[src/rtl/vpu_sram_rd_arbiter.sv]
// Round-robin arbiter sharing one SRAM read port among N_PORTS VPU source ports.
// Optional macro VPU_SRAM_ARB_RDATA_REG_EN registers rvalid_o/rdata_o (+1 cycle latency).

module vpu_sram_rd_arbiter_port #(
  parameter int ADDR_WIDTH = 10,
  parameter int IDW        = 2,
  parameter int PORT_ID    = 0
) (
  input  logic                  issue,
  input  logic [IDW-1:0]        win,
  input  logic [ADDR_WIDTH-1:0] addr,
  input  logic                  last_vld,
  input  logic [IDW-1:0]        last_id,
  output logic                  gnt,
  output logic                  rvalid,
  output logic [ADDR_WIDTH-1:0] addr_sel
);
  assign gnt      = issue && (win == IDW'(PORT_ID));
  assign rvalid   = last_vld && (last_id == IDW'(PORT_ID));
  assign addr_sel = gnt ? addr : '0;
endmodule

module vpu_sram_rd_arbiter #(
  parameter int N_PORTS    = 3,
  parameter int ADDR_WIDTH = 10,
  parameter int DATA_WIDTH = 256,
  parameter int RD_LATENCY = 1
) (
  input  logic                          clk,
  input  logic                          rst_n,
  input  logic                          flush_i,
  input  logic [N_PORTS-1:0]            req_i,
  input  logic [N_PORTS*ADDR_WIDTH-1:0] addr_i,
  output logic [N_PORTS-1:0]            gnt_o,
  output logic [N_PORTS-1:0]            rvalid_o,
  output logic [DATA_WIDTH-1:0]         rdata_o,
  output logic                          busy_o,
  output logic                          sram_rden_o,
  output logic [ADDR_WIDTH-1:0]         sram_raddr_o,
  input  logic [DATA_WIDTH-1:0]         sram_rdata_i
);
  localparam int IDW    = $clog2(N_PORTS);
  localparam int STAGES = RD_LATENCY - 1;

  logic [IDW-1:0]                       ptr;
  logic [IDW-1:0]                       win;
  logic                                 found;
  logic                                 issue;
  logic [2*N_PORTS-1:0]                 req_rot;
  logic [STAGES:0]                      vld_pipe;
  logic [STAGES:0][IDW-1:0]             id_pipe;
  logic [N_PORTS-1:0][ADDR_WIDTH-1:0]   addr_v;
  logic [N_PORTS-1:0][ADDR_WIDTH-1:0]   addr_sel;
  logic [N_PORTS-1:0]                   rvalid_raw;
  logic                                 last_vld;

  assign addr_v = addr_i;

  // Rotate the doubled request vector so bit i is port (ptr+i) mod N_PORTS.
  assign req_rot = {req_i, req_i} >> ptr;

  always_comb begin
    win   = ptr;
    found = 1'b0;
    for (int i = 0; i < N_PORTS; i++) begin
      if (!found && req_rot[i]) begin
        found = 1'b1;
        win   = (int'(ptr) + i >= N_PORTS) ? IDW'(int'(ptr) + i - N_PORTS) : IDW'(int'(ptr) + i);
      end
    end
  end

  // Gating with rst_n keeps the combinational outputs quiet while reset is held.
  assign issue       = rst_n & ~flush_i & found;
  assign sram_rden_o = issue;
  assign last_vld    = vld_pipe[STAGES] & ~flush_i;

  for (genvar k = 0; k < N_PORTS; k++) begin : g_port
    vpu_sram_rd_arbiter_port #(
      .ADDR_WIDTH (ADDR_WIDTH),
      .IDW        (IDW),
      .PORT_ID    (k)
    ) u_port (
      .issue    (issue),
      .win      (win),
      .addr     (addr_v[k]),
      .last_vld (last_vld),
      .last_id  (id_pipe[STAGES]),
      .gnt      (gnt_o[k]),
      .rvalid   (rvalid_raw[k]),
      .addr_sel (addr_sel[k])
    );
  end

  always_comb begin
    sram_raddr_o = '0;
    for (int k = 0; k < N_PORTS; k++) sram_raddr_o = sram_raddr_o | addr_sel[k];
  end

  always_ff @(posedge clk or negedge rst_n) begin
    if (!rst_n) begin
      ptr      <= '0;
      vld_pipe <= '0;
      id_pipe  <= '0;
    end else begin
      id_pipe[0] <= win;
      for (int s = 1; s <= STAGES; s++) id_pipe[s] <= id_pipe[s-1];
      if (flush_i) begin
        ptr      <= '0;
        vld_pipe <= '0;
      end else begin
        vld_pipe[0] <= issue;
        for (int s = 1; s <= STAGES; s++) vld_pipe[s] <= vld_pipe[s-1];
        if (issue) ptr <= (win == IDW'(N_PORTS - 1)) ? '0 : win + 1'b1;
      end
    end
  end

`ifdef VPU_SRAM_ARB_RDATA_REG_EN
  logic [N_PORTS-1:0]    rv_q;
  logic [DATA_WIDTH-1:0] rd_q;

  always_ff @(posedge clk or negedge rst_n) begin
    if (!rst_n) begin
      rv_q <= '0;
      rd_q <= '0;
    end else begin
      rv_q <= flush_i ? '0 : rvalid_raw;
      rd_q <= (|rvalid_raw) ? sram_rdata_i : '0;
    end
  end

  assign rvalid_o = flush_i ? '0 : rv_q;
  assign rdata_o  = (|rvalid_o) ? rd_q : '0;
  assign busy_o   = (|vld_pipe) | (|rv_q);
`else
  assign rvalid_o = rvalid_raw;
  assign rdata_o  = (|rvalid_raw) ? sram_rdata_i : '0;
  assign busy_o   = |vld_pipe;
`endif

endmodule

[config.mk]
export PLATFORM = sky130hd
export DESIGN_NAME = vpu_sram_rd_arbiter
export DESIGN_NICKNAME = d
export VERILOG_FILES = /design/src/rtl/vpu_sram_rd_arbiter.sv
export SDC_FILE = /design/constraint.sdc
export NUM_CORES = 1
export LEC_CHECK = 0
export BUFFER_PORTS_ARGS = -buffer_cell sky130_fd_sc_hd__buf_2
export CELL_PAD_IN_SITES_DETAIL_PLACEMENT = 2
export CELL_PAD_IN_SITES_GLOBAL_PLACEMENT = 2
export CORE_AREA = 2 2 219 221
export DETAILED_ROUTE_END_ITERATION = 10
export DIE_AREA = 0 0 221 223
export PLACE_DENSITY_LB_ADDON = 0.3
export SYNTH_ARGS = -nofsm -noshare
export SYNTH_HDL_FRONTEND = slang
export SYNTH_SLANG_ARGS = --single-unit
[constraint.sdc]
create_clock -name clk -period 3.1 [get_ports clk]
set_input_delay 0 -clock clk [delete_from_list [all_inputs] [get_ports clk]]
set_output_delay 0 -clock clk [all_outputs]
set_load 0.01 [all_outputs]
==> metrics.csv, run 1 <==
stage,metric,value,unit
timing,RSZ-0062 raised after global routing,no,
grt,global-route wire length before repair,33800,µm
cts,CTS tree,built,
final_layout,"commonest non-fill, non-tap cell in the layout",buf_2,
final_layout,diodes inserted,0,
floorplan,core area,47100,µm²
yosys,Synth Net Count,676,
critical_path,CP endpoint kind,output pin,
timing,Fin Setup TNS,0,ps
cts,Inserted Clock Buffers,3,
timing,Slew HR,0.662,
yosys,Synth cell types,36,
yosys,asr flop ratio synth,1.00,
grt,vias in the first global route,4948,
critical_path,Buf/Inv on CP,2,
critical_path,critical path data required time,3100,ps
status,status,"finished, final reports clean",
critical_path,family with the most delay on the worst path,compound AO/OA/AOI/OAI gates,
grt,initial antenna violation count,8,
timing,final worst-path setup slack,256,ps
drt,DRC violation count after routing,0,
yosys,sequential share of the synthesized area,0.0487,
timing,Tcrit/Tclk final,0.917,
yosys,Ys Warns,0,
critical_path,slowest CP cell,dfrtp_1,
yosys,Synth Cell Area,2570,µm²
floorplan,die area,49300,µm²
pwr,VDD IR max,0.000151,V
timing,final slew viol count,0,
cts,root buffer cell,clkbuf_16,
floorplan,Die Width,221,µm
min_path,worst min path class,input pin to flop,
cts,Max Root-Sink Buffers,2,
drt,average wire per standard cell,15.6,µm
timing,# setup viols final,0,
final_layout,layout cell share with drive strength beyond 1,0.647,
critical_path,Max stage delay on crit path,580,ps
pwr,leakage,0.00374,µW
drt,Via Count,4676,
drt,vias per cell,3.06,
yosys,Post-Syn Instances,382,
grt,largest net degree at the start of global routing,131,
run,maxcap violations,0,
placement,Area after DPL,6010,µm²
floorplan,Top Ports,566,
yosys,Mean Syn Cell Area,6.72,µm²
floorplan,starting density of the core,0.0545,
critical_path,maximum fanout along the worst path,14,
floorplan,Site Rows,80,
critical_path,"Cell Chain, Critical Path",inv_1 -> ha_1 -> o32a_1 -> a21o_1 -> a32o_1 -> a21oi_2 -> a32o_1 -> buf_2,
final_layout,Final Util,0.129,
critical_path,crit start category,flop,
drt,initial DRC count,124,
cts,Skew-Pair Late Insertion Delay,230,ps
timing,worst slew pin tran,507,ps
placement,GPL Wtd Cong,0.736,
drt,post-detailed-route count of antenna-violating nets,0,
yosys,"EDFF count, synth",0,
final_layout,Nets,1208,
drt,Post-Route WL,23900,µm
cts,H-tree depth,1,
timing,Clock Skews,1.88,ps
critical_path,WP data arrival,2840,ps
timing,max frequency,352,MHz
pwr,Pwr Total,1100,µW
timing,crit path time final,2840,ps
final_layout,"commonest non-fill, non-tap cells in the layout","buf_2 (565), and2_1 (258), a32o_1 (12)",
cts,clock sinks,5,
critical_path,CP Class,flop to output pin,
final_layout,Layout Area Growth over Synthesis,137,%
cts,"CTS clk-pin slew, worst paths",30,ps
drt,drt pass-1 iters,4,
grt,GRT Total Usage,0.0896,
placement,placed wire-length estimate,21600,µm
yosys,Synth Flop Type,dfrtp_1,
yosys,flop and latch count out of synthesis,5,
final_layout,fin area,6100,µm²
placement,"worst slack, placed",376,ps
grt,Overflow after GRT,0,
placement,I/O Buffers,565,
pwr,Pwr per Cell Area,181,nW/µm²
critical_path,Critical Path Most Common Cell,a32o_1,
timing,final hold vios,0,
floorplan,Vert. Die Dim,223,µm
## what timing repair did
action                                 in CTS  in global routing
hold buffers                                1                  0
setup endpoints to repair                   0                  9
endpoints found under the hold margin       5                  0
buffers inserted                            0                  0
gates resized for setup                     0                  1
## synthesized netlist by cell type, types with 2 or more instances
cell	n	area, µm²
nor4bb_1	2	20.0
buf_6	4	45.0
or2_2	2	12.5
inv_1	8	30.0
nor2_1	2	7.51
buf_4	7	52.6
nor2b_1	4	25.0
nand2_1	3	11.3
a32o_1	12	120
dfrtp_1	5	125
nor3b_1	4	30.0
a31oi_1	2	12.5
and2_1	258	1610
nor3_1	3	15.0
o21ai_0	4	20.0
mux2_2	11	124
buf_2	2	10.0
a21oi_1	3	15.0
clkbuf_1	28	105
ha_1	2	25.0
## worst register-to-register path: stages, from the launching register on
cell and delay, ps:
dfrtp_1 580, inv_1 150, ha_1 280, o32a_1 300, a21o_1 180, a32o_1 300
and3_4 220, a22o_1 240
## registers in the layout (all words and copies together), names as in the netlist
register and flops:
busy_o 1, id_pipe 2, ptr 2
## power by group
group          internal [µW]  switching, µW  total [µW]
logic                    391            386         777
registers               79.6           28.8         108
clock network            171           45.8         217
## layout make-up
type | instances | area, µm²
clock buffer | 4 | 78.8
fill | 5780 | 41000
inverter | 8 | 30.0
multi-input combinational | 327 | 2210
sequential | 5 | 126
tap | 615 | 769
timing repair buffer | 569 | 2890
## logic make-up (layout without fill, tap and decap cells)
family,Yosys count,after routing,synth area share
xor gates and xnor gates,1,1,0.00341
adders and majority gates,2,2,0.00974
and+or+nand+nor,282,282,0.690
muxes,13,13,0.0575
AOI/OAI and AO/OA,29,29,0.0945
buffers and inverters,50,581,0.0960
DFF,5,5,0.0487
## per-layer routing
layer | GRT usage | part of all wire | vias to the layer above
li1 | - | - | 2249
met1 | 0.102 | 0.40 | 2111
met2 | 0.164 | 0.50 | 279
met3 | 0.0303 | 0.087 | 25
met4 | 0.0115 | 0.012 | 12
met5 | 0 | 0.0028 | -
## per-stage QoR
stage | instances | hold slack [ps]
2_1_floorplan | 382 | -296
3_3_place_gp | 1523 | -148
3_5_place_dp | 1523 | -143
4_1_cts | 1528 | 118
5_1_grt | 1528 | 156
6_report | 1528 | 110
## final timing paths
check / startpoint / endpoint / slack, ps / depth (start not counted)
max reg2reg: ptr[1] / ptr[1] / 750 / 7
min reg2reg: ptr[0] / ptr[0] / 670 / 2
min: flush_i / ptr[0] / 110 / 4
max: ptr[1] / sram_raddr_o[8] / 260 / 8
max in group asynchronous: rst_n / ptr[0] / 2750 / 2
min in group asynchronous: rst_n / busy_o / 160 / 2
Note: power is estimated with default switching activity, not from simulation.
==> inputs of run 2 (changes only) <==
--- a/config.mk
+++ b/config.mk
@@ -11,4 +11,6 @@
 export CORE_AREA = 2 2 219 221
+export CTS_CLUSTER_SIZE = 8
 export DETAILED_ROUTE_END_ITERATION = 10
 export DIE_AREA = 0 0 221 223
+export MAX_ROUTING_LAYER = met4
 export PLACE_DENSITY_LB_ADDON = 0.3
==> constraint.sdc (replaced) <==
create_clock -name clk -period 3.1 [get_ports clk]
set_input_delay 0.465 -clock clk [delete_from_list [all_inputs] [get_ports clk]]
set_output_delay 0.465 -clock clk [all_outputs]
set_load 0.01 [all_outputs]
==> run 2 against run 1 <==
- flip-flop and latch count stayed put
- non-clock buffer count is 15 higher
- final cell count is 1.4% higher
- clock-buffer cell count stayed put
- largest cell class unchanged
- highest routed layer is now met4
==> metrics.csv, run 2 (synthesis gave the netlist of run 1 again) <==
stage,metric,value,unit,change
critical_path,Critical Path Most Common Cell,a32o_2,,
final_layout,"commonest non-fill, non-tap cells in the layout","buf_2 (564), and2_1 (258), mux2_2 (11)",,
critical_path,worst r2r src,ptr[0],,
floorplan,die area,49300,µm²,unchanged
grt,vias in the first global route,4916,,-0.65%
cts,post-cts hold buffer count,0,,-1
pwr,Int Pwr,729,µW,+14%
pwr,VDD IR max,0.000156,V,+3.2%
floorplan,Vert. Die Dim,223,µm,unchanged
cts,CTS tree,built,,
cts,Max Root-Sink Buffers,2,,unchanged
drt,initial DRC count,67,,-46%
pwr,Clk network pwr share,0.175,,-0.021
critical_path,Worst Setup SP,ptr[0],,
timing,crit path time final,3070,ps,+230 ps
timing,max frequency,325,MHz,-7.5%
grt,GRT Total Usage,0.0910,,+0.00140
pwr,P_sw,490,µW,+6.3%
critical_path,CP Class,flop to output pin,,
timing,RSZ-0062 raised after global routing,yes,,
critical_path,crit start category,flop,,
critical_path,FF-to-FF End,ptr[1],,
critical_path,critical path data required time,2630,ps,-470 ps
floorplan,Top Ports,566,,unchanged
placement,placed wire-length estimate,21700,µm,+0.30%
pwr,Pwr Total,1220,µW,+11%
grt,initial antenna violation count,12,,+4
timing,final slew viol count,0,,unchanged
drt,Via Count,4733,,+1.2%
floorplan,Die Width,221,µm,unchanged
status,status,"finished, final reports clean",,
timing,Clock Skews,1.03,ps,-0.850 ps
grt,Overflow after GRT,0,,unchanged
final_layout,"commonest non-fill, non-tap cell in the layout",buf_2,,
final_layout,layout cell share with drive strength beyond 1,0.663,,+0.0154
cts,"CTS clk-pin slew, worst paths",30,ps,about the same
critical_path,Max stage delay on crit path,450,ps,-130 ps
pwr,Reg power frac,0.084,,-0.014
critical_path,maximum fanout along the worst path,7,,-7
min_path,worst min path class,input pin to asynchronous set/reset pin,,
timing,Slew HR,0.698,,+0.0359
floorplan,Site Rows,80,,unchanged
cts,root buffer cell,clkbuf_16,,
pwr,Comb pwr share,0.741,,+0.036
run,maxcap violations,0,,unchanged
final_layout,Final Util,0.135,,+0.00576
timing,worst hold slack,71.4,ps,-38.9 ps
timing,Tcrit/Tclk final,0.992,,+0.0741
critical_path,"Cell Chain, Critical Path",inv_1 -> ha_4 -> mux2i_1 -> a21oi_1 -> a32o_2 -> mux2i_4 -> buf_12 -> mux2_2 -> a32o_2 -> buf_6,,
drt,drt pass-1 iters,4,,unchanged
cts,clock sinks,5,,unchanged
floorplan,core area,47100,µm²,unchanged
floorplan,starting density of the core,0.0545,,unchanged
critical_path,FF-to-FF setup slack,850,ps,+100 ps
drt,Post-Route WL,23900,µm,+0.15%
pwr,Pwr per Cell Area,191,nW/µm²,+5.9%
timing,worst slew pin tran,452,ps,-54.3 ps
critical_path,Worst Reg-to-Reg Cells,7,,unchanged
timing,# setup viols final,0,,unchanged
critical_path,CP endpoint kind,output pin,,
pwr,Sw Share,0.402,,-0.0162
drt,average wire per standard cell,15.4,µm,-1.3%
grt,global-route wire length before repair,33300,µm,-1.4%
final_layout,fin area,6370,µm²,+4.5%
placement,Area after DPL,6080,µm²,+1.2%
drt,vias per cell,3.05,,-0.22%
placement,I/O Buffers,565,,unchanged
grt,largest net degree at the start of global routing,102,,-22%
final_layout,Layout Area Growth over Synthesis,148,%,
final_layout,Nets,1223,,+1.2%
pwr,leakage,0.00387,µW,+3.5%
critical_path,WP data arrival,2610,ps,-230 ps
cts,Skew-Pair Late Insertion Delay,230,ps,about the same
placement,GPL Wtd Cong,0.694,,-5.8%
timing,final hold vios,0,,unchanged
critical_path,slowest CP cell,dfrtp_2,,
cts,Inserted Clock Buffers,3,,unchanged
drt,DRC violation count after routing,0,,unchanged
drt,post-detailed-route count of antenna-violating nets,0,,unchanged
cts,H-tree depth,1,,unchanged
==> run 2: metal layers <==
layer	wire, µm	part of all wire	GRT usage
met3	1850	0.077	0.0242
met5	0	0	-
met4	246	0.010	0.0136
met1	9580	0.40	0.107
met2	12200	0.51	0.158
==> run 2: final cells by class <==
type                            instances  area [µm²]
Fill cell                            5737       40800
Timing Repair Buffer                  584        3070
Antenna cell                            7        17.5
Inverter                                8        30.0
Clock buffer                            4        78.8
Sequential cell                         5         128
Tap cell                              615         769
Multi-Input combinational cell        327        2280
==> run 2: critical path: cells and delay by family (launching register included) <==
kind | cells | cell delay, ps
fa+ha+maj | 1 | 180
buf+inv | 3 | 390
mux | 3 | 710
flops | 1 | 450
compound gates | 3 | 630
==> run 2: repair_timing <==
action / 4_1_cts / 5_1_grt
cloned: 0 / 1
setup buffers: 2 / 8
pin swaps: 0 / 3
gates resized for setup: 2 / 18
endpoints found under the setup margin: 12 / 10
==> run 2: power by group through the flow <==
stage	clock network [µW]	logic [µW]	registers, µW
finish	213	903	103
global route	223	994	104
CTS	219	832	106
detailed placement	0	823	107
global placement	0	809	106
floorplan	0	422	90.8
==> run 2: worst max-delay path by stage <==
| stage | endpoint | slack (ps) | cells past startpoint |
|---|---|---|---|
| after detailed placement | sram_raddr_o[4] | 100 | 8 |
| after floorplan | sram_raddr_o[2] | 320 | 8 |
| final | sram_raddr_o[4] | 30 | 10 |
| after global placement | sram_raddr_o[4] | 140 | 8 |
| after CTS | sram_raddr_o[4] | 20 | 10 |
| after global routing | sram_raddr_o[7] | -90 | 10 |
==> run 2: through the flow <==
stage / std cells / worst slack [ps] / TNS [ps]
2_1_floorplan: 382 / 318 / 0
3_3_place_gp: 1528 / 135 / 0
3_5_place_dp: 1528 / 103 / 0
4_1_cts: 1534 / 21.1 / 0
5_1_grt: 1550 / -86.5 / -726
6_report: 1550 / 26.3 / 0
==> inputs of run 3 (changes only) <==
SETUP_SLACK_MARGIN = 0.5   (was not set)
==> run 3 against run 2 <==
- total power shrank 0.26%
- wire length grew 3.1%
- first-iteration DRC count increased by 66%
- register-to-register slack better by 50 ps
- worst hold slack worse by 1.7 ps
- critical path depth is 1 lower
- sequential power about the same
- via count fell by 0.21%
- maximum frequency rose by 1.9%
- sequential share of layout area is essentially flat
- flip-flop and latch count unchanged
- combinational power hardly changed
==> metrics.csv, run 3 (synthesis gave the netlist of run 1 again) <==
stage,metric,value,unit,change
grt,GRT Total Usage,0.0945,,+0.00355
floorplan,die area,49300,µm²,unchanged
placement,placed wire-length estimate,22100,µm,+1.8%
placement,GPL Wtd Cong,0.721,,+3.9%
cts,Inserted Clock Buffers,3,,unchanged
final_layout,# fillers,5761,,+0.42%
critical_path,worst r2r src,ptr[1],,
critical_path,crit start category,flop,,
timing,crit path time final,3020,ps,-58.0 ps
timing,RSZ-0062 raised after global routing,yes,,
timing,final hold vios,0,,unchanged
critical_path,FF-to-FF End,ptr[1],,
timing,Slew HR,0.595,,-0.103
critical_path,WP data arrival,2550,ps,-60 ps
floorplan,core area,47100,µm²,unchanged
drt,DRC violation count after routing,0,,unchanged
grt,largest net degree at the start of global routing,170,,+67%
final_layout,layout cell share with drive strength beyond 1,0.668,,+0.00503
critical_path,CP Class,flop to output pin,,
cts,"CTS clk-pin slew, worst paths",30,ps,about the same
floorplan,starting density of the core,0.0545,,unchanged
critical_path,CP endpoint kind,output pin,,
timing,worst slew pin tran,608,ps,+155 ps
drt,average wire per standard cell,15.9,µm,+3.0%
final_layout,Layout Area Growth over Synthesis,147,%,
floorplan,Vert. Die Dim,223,µm,unchanged
pwr,leakage,0.00391,µW,+1.1%
timing,max frequency,332,MHz,+1.9%
drt,Post-Route WL,24700,µm,+3.1%
grt,Overflow after GRT,0,,unchanged
floorplan,Die Width,221,µm,unchanged
drt,Via Count,4723,,-0.21%
timing,Clock Skews,0.239,ps,-0.790 ps
pwr,VDD IR max,0.000173,V,+11%
pwr,Pwr per Cell Area,192,nW/µm²,about the same
status,status,"finished, final reports clean",,
pwr,Pwr Total,1220,µW,-0.26%
drt,post-detailed-route count of antenna-violating nets,0,,unchanged
cts,Max Root-Sink Buffers,2,,unchanged
drt,vias per cell,3.04,,-0.34%
critical_path,critical path data required time,2630,ps,about the same
cts,H-tree depth,1,,unchanged
final_layout,"commonest non-fill, non-tap cells in the layout","buf_2 (560), and2_1 (258), a32o_2 (9), mux2_4 (9), buf_4 (9)",,
run,maxcap violations,0,,unchanged
grt,initial antenna violation count,13,,+1
floorplan,Top Ports,566,,unchanged
placement,I/O Buffers,565,,unchanged
drt,drt pass-1 iters,4,,unchanged
cts,CTS tree,built,,
cts,Skew-Pair Late Insertion Delay,220,ps,about the same
min_path,worst min path class,input pin to asynchronous set/reset pin,,
critical_path,maximum fanout along the worst path,13,,+6
grt,vias in the first global route,5034,,+2.4%
timing,Tcrit/Tclk final,0.973,,-0.0187
critical_path,FF-to-FF setup slack,900,ps,+50 ps
critical_path,Worst Reg-to-Reg Cells,9,,+2
cts,root buffer cell,clkbuf_16,,
final_layout,Nets,1219,,-0.33%
final_layout,"commonest non-fill, non-tap cell in the layout",buf_2,,
drt,initial DRC count,111,,+66%
timing,# setup viols final,0,,unchanged
grt,global-route wire length before repair,34300,µm,+3.1%
floorplan,Site Rows,80,,unchanged
cts,clock sinks,5,,unchanged
timing,Fin Setup TNS,0,ps,unchanged
cts,post-cts hold buffer count,0,,unchanged
timing,final slew viol count,0,,unchanged
==> run 3: per-stage QoR <==
step	setup WS (ps)	instances	instance area (µm²)	hold slack (ps)	util
floorplan	451	382	2640	169	-
global placement	135	1524	6080	314	0.129
detailed placement	44.1	1524	6080	309	0.129
CTS	78.2	1539	6250	73.4	0.133
global route	9.94	1550	6340	73.4	0.135
finish	84.3	1552	6350	69.6	0.135
==> run 3: worst max path at each step <==
| stage | cells after the start | slack (ps) | start | to |
|---|---|---|---|---|
| after floorplan | 8 | 450 | req_i[1] | sram_raddr_o[8] |
| after global placement | 10 | 130 | ptr[0] | sram_raddr_o[1] |
| after detailed placement | 10 | 40 | ptr[0] | sram_raddr_o[0] |
| after CTS | 9 | 80 | ptr[0] | sram_raddr_o[0] |
| after global routing | 9 | 10 | ptr[0] | sram_raddr_o[0] |
| final | 9 | 80 | ptr[1] | sram_raddr_o[0] |
==> run 3: what timing repair did <==
item | 4_1_cts | 5_1_grt
endpoints found under the hold margin | 0 | 0
endpoints found under the setup margin | 13 | 14
pin swaps | 1 | 0
gates resized for setup | 6 | 12
gates cloned | 1 | 0
setup buffers | 10 | 0
==> run 3: layer usage <==
layer | vias to the layer above | GRT usage | part of all wire
met1 | 2117 | 0.111 | 0.41
met3 | 10 | 0.0307 | 0.091
met5 | - | - | 0
met4 | 0 | 0.0110 | 0.0067
met2 | 302 | 0.161 | 0.50
li1 | 2294 | - | -
==> run 3: power breakdown <==
| group | switching, µW | internal [µW] |
|---|---|---|
| registers | 21.4 | 80.2 |
| logic | 428 | 478 |
| clock network | 39.2 | 170 |
| total | 489 | 728 |
==> run 3: final cells by class <==
cell class                      count  area [µm²]  share of cell area
Antenna cell                       13        32.5             0.00512
Clock buffer                        4        78.8              0.0124
Inverter                            8        30.0             0.00473
Multi-Input combinational cell    328        2290               0.361
Sequential cell                     5         128              0.0201
Tap cell                          615         769               0.121
Timing Repair Buffer              579        3020               0.475
==> run 3: critical path, stage by stage (launching register included) <==
cell and delay, ps:
dfrtp_2 380, buf_4 160, and4bb_2 240, a211o_1 260, a32o_2 260, mux2i_4 160, buf_12 180, mux2_2 340
a32o_1 210, buf_2 140
